$ cat config.mk
export PLATFORM = sky130hd
export DESIGN_NAME = systolic_seq_ctrl
export DESIGN_NICKNAME = d
export VERILOG_FILES = /design/src/rtl/systolic_seq_ctrl_pkg.sv /design/src/rtl/systolic_seq_ctrl.sv
export SDC_FILE = /design/constraint.sdc
export NUM_CORES = 1
export LEC_CHECK = 0
export BUFFER_PORTS_ARGS = -buffer_cell sky130_fd_sc_hd__buf_4
export CAP_MARGIN = 25
export CORE_AREA = 5 5 354 356
export CTS_BUF_LIST = sky130_fd_sc_hd__clkbuf_16
export DETAILED_ROUTE_END_ITERATION = 10
export DIE_AREA = 0 0 359 361
export HOLD_SLACK_MARGIN = 0.1
export SLEW_MARGIN = 15
export SYNTH_ARGS = -nofsm -noshare
export SYNTH_HDL_FRONTEND = slang
export SYNTH_SLANG_ARGS = --single-unit
$ cat constraint.sdc
create_clock -name clk -period 23.8 [get_ports clk]
set_input_delay 3.57 -clock clk [delete_from_list [all_inputs] [get_ports clk]]
set_output_delay 3.57 -clock clk [all_outputs]
set_load 0.005 [all_outputs]
$ cat src/rtl/systolic_seq_ctrl_pkg.sv
// Shared matrix-multiplier definitions: sequencer states, datapath widths and
// helpers for addressing elements inside the flat operand vectors.
package systolic_seq_ctrl_pkg;

  localparam int unsigned LANE_W = 32;
  localparam int unsigned RES_W  = 64;
  localparam int unsigned DIM    = 2;
  localparam int unsigned MAT_W  = DIM * DIM * LANE_W;
  localparam int unsigned CMAT_W = DIM * DIM * RES_W;

  typedef enum logic [2:0] {
    ST_IDLE    = 3'd0,
    ST_CLEAR   = 3'd1,
    ST_FEED0   = 3'd2,
    ST_FEED1   = 3'd3,
    ST_FEED2   = 3'd4,
    ST_DRAIN   = 3'd5,
    ST_CAPTURE = 3'd6,
    ST_DONE    = 3'd7
  } seq_state_t;

  // Flat vectors are packed row-major with element (0,0) in the low bits.
  function automatic int unsigned elem_idx(input int unsigned r, input int unsigned c);
    return r * DIM + c;
  endfunction

  function automatic logic [LANE_W-1:0] lane_of(input logic [MAT_W-1:0] m,
                                                input int unsigned r,
                                                input int unsigned c);
    return m[elem_idx(r, c) * LANE_W +: LANE_W];
  endfunction

endpackage

$ cat src/rtl/systolic_seq_ctrl.sv
// Job sequencer for the 2x2 systolic array: latches operands, clears the array,
// feeds skewed lanes, waits for drain, then holds the captured results.
module systolic_seq_ctrl
  import systolic_seq_ctrl_pkg::*;
#(
  parameter int unsigned DRAIN_CYCLES = 3,
  parameter int unsigned CLR_CYCLES   = 1
) (
  input  logic              clk,
  input  logic              rst,
  input  logic              in_valid,
  output logic              in_ready,
  input  logic [MAT_W-1:0]  a_flat,
  input  logic [MAT_W-1:0]  b_flat,
  output logic              arr_clr,
  output logic              arr_load,
  output logic [LANE_W-1:0] arr_row0,
  output logic [LANE_W-1:0] arr_row1,
  output logic [LANE_W-1:0] arr_col0,
  output logic [LANE_W-1:0] arr_col1,
  input  logic [RES_W-1:0]  arr_res00,
  input  logic [RES_W-1:0]  arr_res01,
  input  logic [RES_W-1:0]  arr_res10,
  input  logic [RES_W-1:0]  arr_res11,
  input  logic [3:0]        arr_carry,
  output logic              out_valid,
  input  logic              out_ready,
  output logic [CMAT_W-1:0] c_flat,
  output logic [3:0]        c_carry,
  output logic              busy
);

  localparam logic [3:0] CLR_LOAD   = 4'(CLR_CYCLES - 1);
  localparam logic [3:0] DRAIN_LOAD = 4'(DRAIN_CYCLES - 1);

  seq_state_t       state;
  logic [3:0]       cnt;
  logic [MAT_W-1:0] a_q;
  logic [MAT_W-1:0] b_q;

  assign busy = (state != ST_IDLE);

  // Every array-facing signal is set on the transition into the state that
  // needs it, so the array only ever sees register outputs.
  always_ff @(posedge clk or posedge rst) begin
    if (rst) begin
      state     <= ST_IDLE;
      cnt       <= '0;
      a_q       <= '0;
      b_q       <= '0;
      in_ready  <= 1'b1;
      arr_clr   <= 1'b0;
      arr_load  <= 1'b0;
      arr_row0  <= '0;
      arr_row1  <= '0;
      arr_col0  <= '0;
      arr_col1  <= '0;
      out_valid <= 1'b0;
      c_flat    <= '0;
      c_carry   <= '0;
    end else begin
      case (state)
        ST_IDLE: begin
          if (in_valid && in_ready) begin
            a_q      <= a_flat;
            b_q      <= b_flat;
            in_ready <= 1'b0;
            arr_clr  <= 1'b1;
            cnt      <= CLR_LOAD;
            state    <= ST_CLEAR;
          end
        end
        ST_CLEAR: begin
          if (cnt == 4'd0) begin
            arr_clr  <= 1'b0;
            arr_load <= 1'b1;
            arr_row0 <= lane_of(a_q, 0, 0);
            arr_col0 <= lane_of(b_q, 0, 0);
            state    <= ST_FEED0;
          end else begin
            cnt <= cnt - 4'd1;
          end
        end
        ST_FEED0: begin
          arr_row0 <= lane_of(a_q, 0, 1);
          arr_row1 <= lane_of(a_q, 1, 0);
          arr_col0 <= lane_of(b_q, 1, 0);
          arr_col1 <= lane_of(b_q, 0, 1);
          state    <= ST_FEED1;
        end
        ST_FEED1: begin
          arr_row0 <= '0;
          arr_row1 <= lane_of(a_q, 1, 1);
          arr_col0 <= '0;
          arr_col1 <= lane_of(b_q, 1, 1);
          state    <= ST_FEED2;
        end
        ST_FEED2: begin
          arr_row0 <= '0;
          arr_row1 <= '0;
          arr_col0 <= '0;
          arr_col1 <= '0;
          cnt      <= DRAIN_LOAD;
          state    <= ST_DRAIN;
        end
        ST_DRAIN: begin
          if (cnt == 4'd0) begin
            arr_load <= 1'b0;
            state    <= ST_CAPTURE;
          end else begin
            cnt <= cnt - 4'd1;
          end
        end
        ST_CAPTURE: begin
          c_flat    <= {arr_res11, arr_res10, arr_res01, arr_res00};
          c_carry   <= arr_carry;
          out_valid <= 1'b1;
          state     <= ST_DONE;
        end
        ST_DONE: begin
          if (out_valid && out_ready) begin
            out_valid <= 1'b0;
            in_ready  <= 1'b1;
            state     <= ST_IDLE;
          end
        end
        default: state <= ST_IDLE;
      endcase
    end
  end

endmodule

# Word level (Yosys, flattened, before mapping)
# Index checks and enable logic that the tools add are counted.
[totals]
regBits = 655
input_bits = 520
out_inout_bits = 393
word_cells = 73
[classes]
addsub = 1
n_eq_ne = 12
mux = 24
n_reduce_logical = 22
[op_table]
columns = ["operator", "count"]
rows = [
  ["$pmux W32 S3", 4],
  ["$mux W32", 2],
  ["$pmux W3 S8", 1],
  ["$eq A3 B3 Y1 const B", 4],
  ["$mux W3", 4],
  ["$pmux W4 S3", 1],
  ["$reduce_and A3 Y1", 4],
  ["$reduce_bool A3 Y1", 4],
  ["$ne A2 B2 Y1 const B", 5],
  ["$mux W4", 2],
  ["$pmux W1 S2", 4],
  ["$reduce_bool A2 Y1", 4],
  ["$eq A3 B2 Y1 const B", 2],
  ["$mux W1", 6],
  ["$reduce_and A2 Y1", 3],
  ["$logic_not A4 Y1", 1],
  ["$reduce_and A4 Y1", 1],
  ["$reduce_or A2 Y1", 2],
  ["$sub A4 B1 Y4 const B", 1],
  ["$eq A3 B1 Y1 const B", 1],
  ["$logic_not A3 Y1", 1],
  ["$logic_and A1 B1 Y1", 2],
]

# Longest topological paths before layout
# Gate-level depths: netlist of run 1.
[depth]
depth_word = 4
depth_mapped = 8
depth_no_buf = 6

# Worst setup path after synthesis of run 1
# No wires, ideal clock.
[synth_timing]
path_kind = "input -> register"
startpoint = "input in_valid"
endpoint = "register a_q[19]"
setup_time_ns = 0.125
arrival_ns = 4.873
required_time_ns = 23.675
slack_ns = 18.803
cell_stages = 5
n_path_buf = 3
path_cell_list = "and4b_1 -> clkbuf_1 -> clkbuf_1 -> clkbuf_1 -> mux2_2"
[synth_between]
elab_chain_cells = 2
[synth_lines]
columns = ["element", "line", "rtl"]
rows = [
  ["start, declared", "systolic_seq_ctrl.sv:11", "input logic in_valid,"],
  ["$logic_and A1 B1 Y1", "systolic_seq_ctrl.sv:64", "if (in_valid && in_ready) begin"],
  ["$reduce_and A2 Y1 (no line)", "n/a", ""],
  ["end signal, assigned", "systolic_seq_ctrl.sv:65", "a_q <= a_flat;"],
  ["end, declared", "systolic_seq_ctrl.sv:38", "logic [MAT_W-1:0] a_q;"],
]
# No other way between the ends.
# A chain may end at the register's enable or synchronous reset.

==> flow_metrics.py, run 1 <==
metrics = {
    "worst_setup_path": {
        "reg2reg_depth": 7,
        "crit_arrival_ns": 6.81,
        "cp.required_ns": 24.44,
        "regToRegEndpoint": "c_flat[54]",
        "worstPathMaxFanout": 146,
        "critPathKind": "in2async",
        "reg2reg_from": "state[0]",
        "start_kind": "primary input",
        "r2r_slack_ns": 19.50,
        "cp-end-kind": "asynchronous set/reset pin",
    },
    "finish": {
        "utilization": 0.309,
        "synthToLayoutAreaGrowth_pct": 42.2,
        "final_cells": 4335,
        "drive_gt1_frac": 0.606,
        "fin_nets": 3166,
        "final_area_um2": 37500,
    },
    "power": {
        "p_switching_mw": 0.557,
        "total_power_mw": 2.47,
        "seq_power_share": 0.466,
        "internal-power_mw": 1.91,
        "comb_power_share": 0.064,
        "p_leak_nw": 18.1,
        "power.density_nw_per_um2": 65.9,
        "power_frac_clock": 0.470,
        "peakVddDrop_mv": 0.0536,
        "swShare": 0.226,
    },
    "sta": {
        "worst_pin_slew_ns": 1.09,
        "hold_viol": 0,
        "fin_crit_ns": 6.17,
        "skew_ns": 0.0299,
        "fmax_mhz": 162,
        "holdWs_ns": 0.487,
        "tns_ns": 0,
        "slew_headroom": 0.270,
        "maxSlewViolCount": 0,
        "rsz0062_at_grt": "false",
        "setup_violations": 0,
        "setup_ws_ns": 17.63,
        "min_period_over_period": 0.259,
    },
    "route": {
        "wl_per_cell_um": 21.9,
        "drt-pass1-iter-count": 5,
        "drt_iter0_drc": 1243,
        "routed_wl_mm": 94.8,
        "ant_nets": 0,
        "vias": 18600,
        "drc_errors": 0,
        "via_per_inst": 4.29,
    },
    "worst_hold_path": {
        "hp-start": "arr_row0[6]",
        "holdPathEnd": "arr_row0[6]",
        "worstHoldPathCells": 1,
        "worstHoldPathType": "reg2reg",
    },
    "logic_synthesis": {
        "syn_inst": 1757,
        "synth_most_common_cell": "dfrtp_1",
        "synth_cell_types": 46,
        "ys_warn_count": 0,
        "synth_edf_count": 0,
        "syn-num-nets": 2283,
        "synth_top_area_cell": "dfrtp_1",
        "async_flop_share": 1.00,
        "synth.area.top_cells": "dfrtp_1 (62%), mux2_2 (24%), a221o_1 (2.4%)",
        "ys_seq_area_frac": 0.622,
        "synth-main-ff-cell": "dfrtp_1",
        "ys_ff_latch": 655,
        "syn_area_per_cell_um2": 15.0,
        "syn_area_um2": 26300,
        "synth_top_area_frac": 0.621,
        "synth_common_cells": "dfrtp_1 (654), mux2_2 (570), clkbuf_1 (101)",
    },
    "cts": {
        "cts_tree": "built",
        "postCtsResizedCells": 0,
        "cts_setup_buffers": 0,
        "cts_sinks": 655,
        "cts_buffers": 77,
        "h-tree-depth": 3,
        "root_buffer": "clkbuf_16",
        "clk_pin_slew_ns": 0.05,
        "clk_path_buf_depth": 3,
        "hold_buffers": 0,
        "clk_latency_ns": 0.65,
    },
    "placed_design": {
        "globalplace.congestion": 0.790,
        "pre_cts_ws_ns": 16.82,
        "dp.cells": 4185,
        "dp_hpwl_mm": 68.5,
        "numPortBuffers": 912,
        "placed_cell_area_um2": 35000,
    },
    "global_route": {
        "overflow": 0,
        "grt_pass1_wl_mm": 137,
        "gr-usage-all-layers": 0.140,
        "grt_pass1_vias": 19600,
        "antenna_found_initial": 16,
        "grt_max_degree": 158,
    },
    "die": {
        "io_pins": 913,
        "core_um2": 121000,
        "fp-row-count": 128,
        "dieArea_um2": 130000,
        "dieHeight_um": 361,
        "die_x_um": 359,
        "initial_utilization": 0.217,
    },
    "run_status": {
        "status": "complete, no violations",
    },
    "run": {
        "cap_viol_max_count": 0,
    },
}
==> cells by family after synthesis <==
group,share of synthesized area
multiplexers,0.251
flip-flops,0.622
AO/OA/AOI/OAI,0.0657
AND/OR/NAND/NOR,0.0362
buffers and inverters,0.0226
adder cells (fa/ha/maj),0.00285
==> worst max-delay path: stages <==
cell    delay [ns]
buf_4         0.13
inv_8         0.57
buf_12        0.56
buf_4         0.75
buf_4         0.81
==> flip-flops by register name, indices dropped and copies added (netlist names), 3 cells and up <==
| register | count |
|---|---|
| c_flat | 256 |
| a_q | 128 |
| b_q | 128 |
| arr_col0 | 32 |
| arr_col1 | 32 |
| arr_row0 | 32 |
| arr_row1 | 32 |
| c_carry | 4 |
| cnt | 4 |
| state | 3 |
==> cell type report <==
type                       count  area, um2
inverter                       9       41.3
clock inverter                59        474
clock buffer                  79       1980
tap                         1625       2030
antenna                       11       27.5
timing repair buffer         935       7080
multi-input combinational    962       9440
sequential                   655      16400
fill                       12400      83900
==> layer usage <==
metal	up-vias	GRT usage	share of wire
met4	6	0.0435	0.026
met1	9597	0.170	0.41
met2	601	0.232	0.49
met3	135	0.0509	0.074
li1	8274	-	-
met5	-	0	0.00038
==> power by group through the flow <==
stage / clock network [mW] / registers, mW / logic [mW]
global route: 1.24 / 1.15 / 0.170
finish: 1.16 / 1.15 / 0.157
CTS: 1.20 / 1.15 / 0.161
floorplan: 0 / 1.17 / 0.0358
detailed placement: 0 / 1.17 / 0.161
global placement: 0 / 1.17 / 0.160
==> worst max-delay path by stage <==
stage / slack, ns / start / cells past startpoint / to
floorplan: 1.88 / rst / 1 / a_q[0]
global placement: 16.81 / rst / 5 / b_q[103]
detailed placement: 16.82 / rst / 5 / b_q[109]
CTS: 17.57 / rst / 5 / c_flat[54]
global route: 17.14 / rst / 5 / b_q[103]
finish: 17.63 / rst / 5 / b_q[109]
==> placed cells by master (no fill, tap or decap), drive strengths merged, types with 6 or more instances in the layout <==
cell,count
nand2,72
inv,33
bufinv,7
nor4b,64
mux2,582
o21ai,69
dfrtp,654
diode,11
buf,935
clkbuf,79
a2bb2oi,64
ha,6
clkinv,26
a221o,64
No activity file was read; power rests on OpenSTA's default activity.
==> run 2, diff against run 1 <==
--- a/config.mk
+++ b/config.mk
@@ -7,10 +7,10 @@
 export LEC_CHECK = 0
 export BUFFER_PORTS_ARGS = -buffer_cell sky130_fd_sc_hd__buf_4
 export CAP_MARGIN = 25
-export CORE_AREA = 5 5 354 356
+export CORE_AREA = 5 5 352 354
 export CTS_BUF_LIST = sky130_fd_sc_hd__clkbuf_16
 export DETAILED_ROUTE_END_ITERATION = 10
-export DIE_AREA = 0 0 359 361
+export DIE_AREA = 0 0 357 359
 export HOLD_SLACK_MARGIN = 0.1
 export SLEW_MARGIN = 15
 export SYNTH_ARGS = -nofsm -noshare
==> constraint.sdc (replaced) <==
create_clock -name clk -period 5.5 [get_ports clk]
set_input_delay 0.825 -clock clk [delete_from_list [all_inputs] [get_ports clk]]
set_output_delay 0.825 -clock clk [all_outputs]
set_load 0.005 [all_outputs]
==> run 2 against run 1 <==
Worst hold slack got worse by 0.15 ns; critical endpoint is now busy; non-clock buffer count up 13; total power increased to 4.3 times the previous value; first-iteration DRC count down 32%; critical path type is now reg2out; highest routed layer unchanged; sequential share of layout area is 0.11 points lower; routed wire length grew 4.4%; clock skew fell by 0.0090 ns; largest cell class unchanged; die area shrank 1.1%.
==> flow_metrics.py, run 2 (synthesis gave the netlist of run 1 again) <==
metrics = {
    "route": {
        "drc_errors": 0,
        "drt-pass1-iter-count": 6,
        "routed_wl_mm": 99.0,
        "drt_iter0_drc": 843,
        "via_per_inst": 4.30,
        "ant_nets": 0,
        "wl_per_cell_um": 22.7,
        "vias": 18700,
    },
    "sta": {
        "setup_ws_ns": 2.45,
        "worst_pin_slew_ns": 1.04,
        "hold_viol": 0,
        "skew_ns": 0.0208,
        "maxSlewViolCount": 0,
        "holdWs_ns": 0.339,
        "tns_ns": 0,
        "rsz0062_at_grt": "false",
        "slew_headroom": 0.307,
        "fmax_mhz": 327,
        "fin_crit_ns": 3.05,
        "min_period_over_period": 0.555,
        "setup_violations": 0,
    },
    "die": {
        "fp-row-count": 128,
        "dieArea_um2": 128000,
        "io_pins": 913,
        "core_um2": 121000,
        "initial_utilization": 0.218,
        "die_x_um": 357,
        "dieHeight_um": 359,
    },
    "finish": {
        "utilization": 0.311,
        "final_cell_mix": "buf_4 (938), dfrtp_1 (653), mux2_2 (570), clkbuf_16 (78), nand2_1 (70)",
        "reg.largest.list": "c_flat (256), a_q (128), b_q (128)",
        "largest_register_ffs": 256,
        "drive_gt1_frac": 0.606,
        "fin_nets": 3179,
        "synthToLayoutAreaGrowth_pct": 42.5,
        "final_common_cell": "buf_4",
        "regMostFlops": "c_flat",
        "final_cells": 4354,
    },
    "worst_setup_path": {
        "start_kind": "register",
        "worstPathMaxFanout": 8,
        "regToRegEndpoint": "b_q[22]",
        "reg2reg_depth": 5,
        "path_buf_inv": 3,
        "reg2reg_from": "state[0]",
        "max_stage_delay_ns": 0.42,
        "r2r_slack_ns": 2.53,
        "cp.required_ns": 4.68,
        "crit_arrival_ns": 2.23,
        "startpoint": "state[0]",
        "path_common_cell": "inv_1",
        "crit_family": "buffers and inverters",
        "cp-end-kind": "output pin",
        "slowest_stage": "dfrtp_1",
        "path_depth": 5,
        "path_cells": "inv_1 > ha_1 > nor2b_1 > inv_1 > buf_4",
        "critPathKind": "reg2out",
    },
    "global_route": {
        "gr-usage-all-layers": 0.150,
        "overflow": 0,
        "grt_pass1_wl_mm": 142,
        "grt_max_degree": 145,
        "antenna_found_initial": 21,
        "grt_pass1_vias": 19700,
    },
    "run_status": {
        "status": "complete, no violations",
    },
    "power": {
        "peakVddDrop_mv": 0.220,
        "p_leak_nw": 18.1,
        "power.density_nw_per_um2": 282,
    },
    "cts": {
        "cts_sinks": 655,
        "clk_path_buf_depth": 3,
        "cts_tree": "built",
        "clk_pin_slew_ns": 0.06,
        "cts_buffers": 77,
        "h-tree-depth": 3,
        "clk_latency_ns": 0.67,
        "hold_buffers": 0,
        "cts_setup_buffers": 0,
        "postCtsResizedCells": 0,
        "root_buffer": "clkbuf_16",
    },
    "placed_design": {
        "dp.cells": 4199,
        "dp_hpwl_mm": 74.0,
        "numPortBuffers": 912,
        "globalplace.congestion": 0.861,
        "pre_cts_ws_ns": 2.50,
    },
    "worst_hold_path": {
        "worstHoldPathType": "in2async",
    },
    "run": {
        "cap_viol_max_count": 0,
    },
}
## run 2: changes by cell type in the layout (fill, tap and decap cells not counted), moves of 4 or more
cell	previous run	this run
buf_12	3	10
buf_4	931	938
diode_2	11	16
clkinv_2	9	5
clkinv_1	14	22
bufinv_16	7	3
## run 2: worst reg2reg max path: stages, from the launching register on
cell and delay (ns):
dfrtp_1 0.42, inv_1 0.15, ha_1 0.36, and4b_4 0.92, buf_12 0.51, mux2_2 0.51
## run 2: stage by stage
stage / power [mW] / area [um2]
after floorplan: 5.22 / 26400
after global placement: 5.78 / 35100
after detailed placement: 5.79 / 35100
after CTS: 10.8 / 37500
after global routing: 11.0 / 37500
final: 10.6 / 37600
## run 2: cell type report
| class | instances | area [um2] |
|---|---|---|
| Sequential cell | 655 | 16400 |
| Inverter | 9 | 37.5 |
| Timing Repair Buffer | 948 | 7240 |
| Clock buffer | 78 | 1950 |
| Fill cell | 12300 | 83200 |
| Clock inverter | 61 | 427 |
| Tap cell | 1625 | 2030 |
| Multi-Input combinational cell | 962 | 9430 |
| Antenna cell | 16 | 40.0 |
## run 2: worst max path at each step
stage	endpoint	slack (ns)
4_1_cts	busy	2.37
6_report	busy	2.45
3_3_place_gp	arr_col1[24]	2.49
2_1_floorplan	a_q[0]	-4.28
3_5_place_dp	a_q[40]	2.50
5_1_grt	busy	2.26
## run 2: per-layer routing
layer / vias up / share of wire / track usage
li1: 8312 / - / -
met2: 614 / 0.47 / 0.236
met1: 9625 / 0.39 / 0.176
met3: 145 / 0.093 / 0.0635
met4: 10 / 0.044 / 0.0688
met5: - / 0.0011 / 0.00264
## run 2: report_power, final
| part | internal (mW) | switching, mW |
|---|---|---|
| registers | 4.92 | 0.0581 |
| logic | 0.428 | 0.288 |
| clock network | 2.73 | 2.15 |
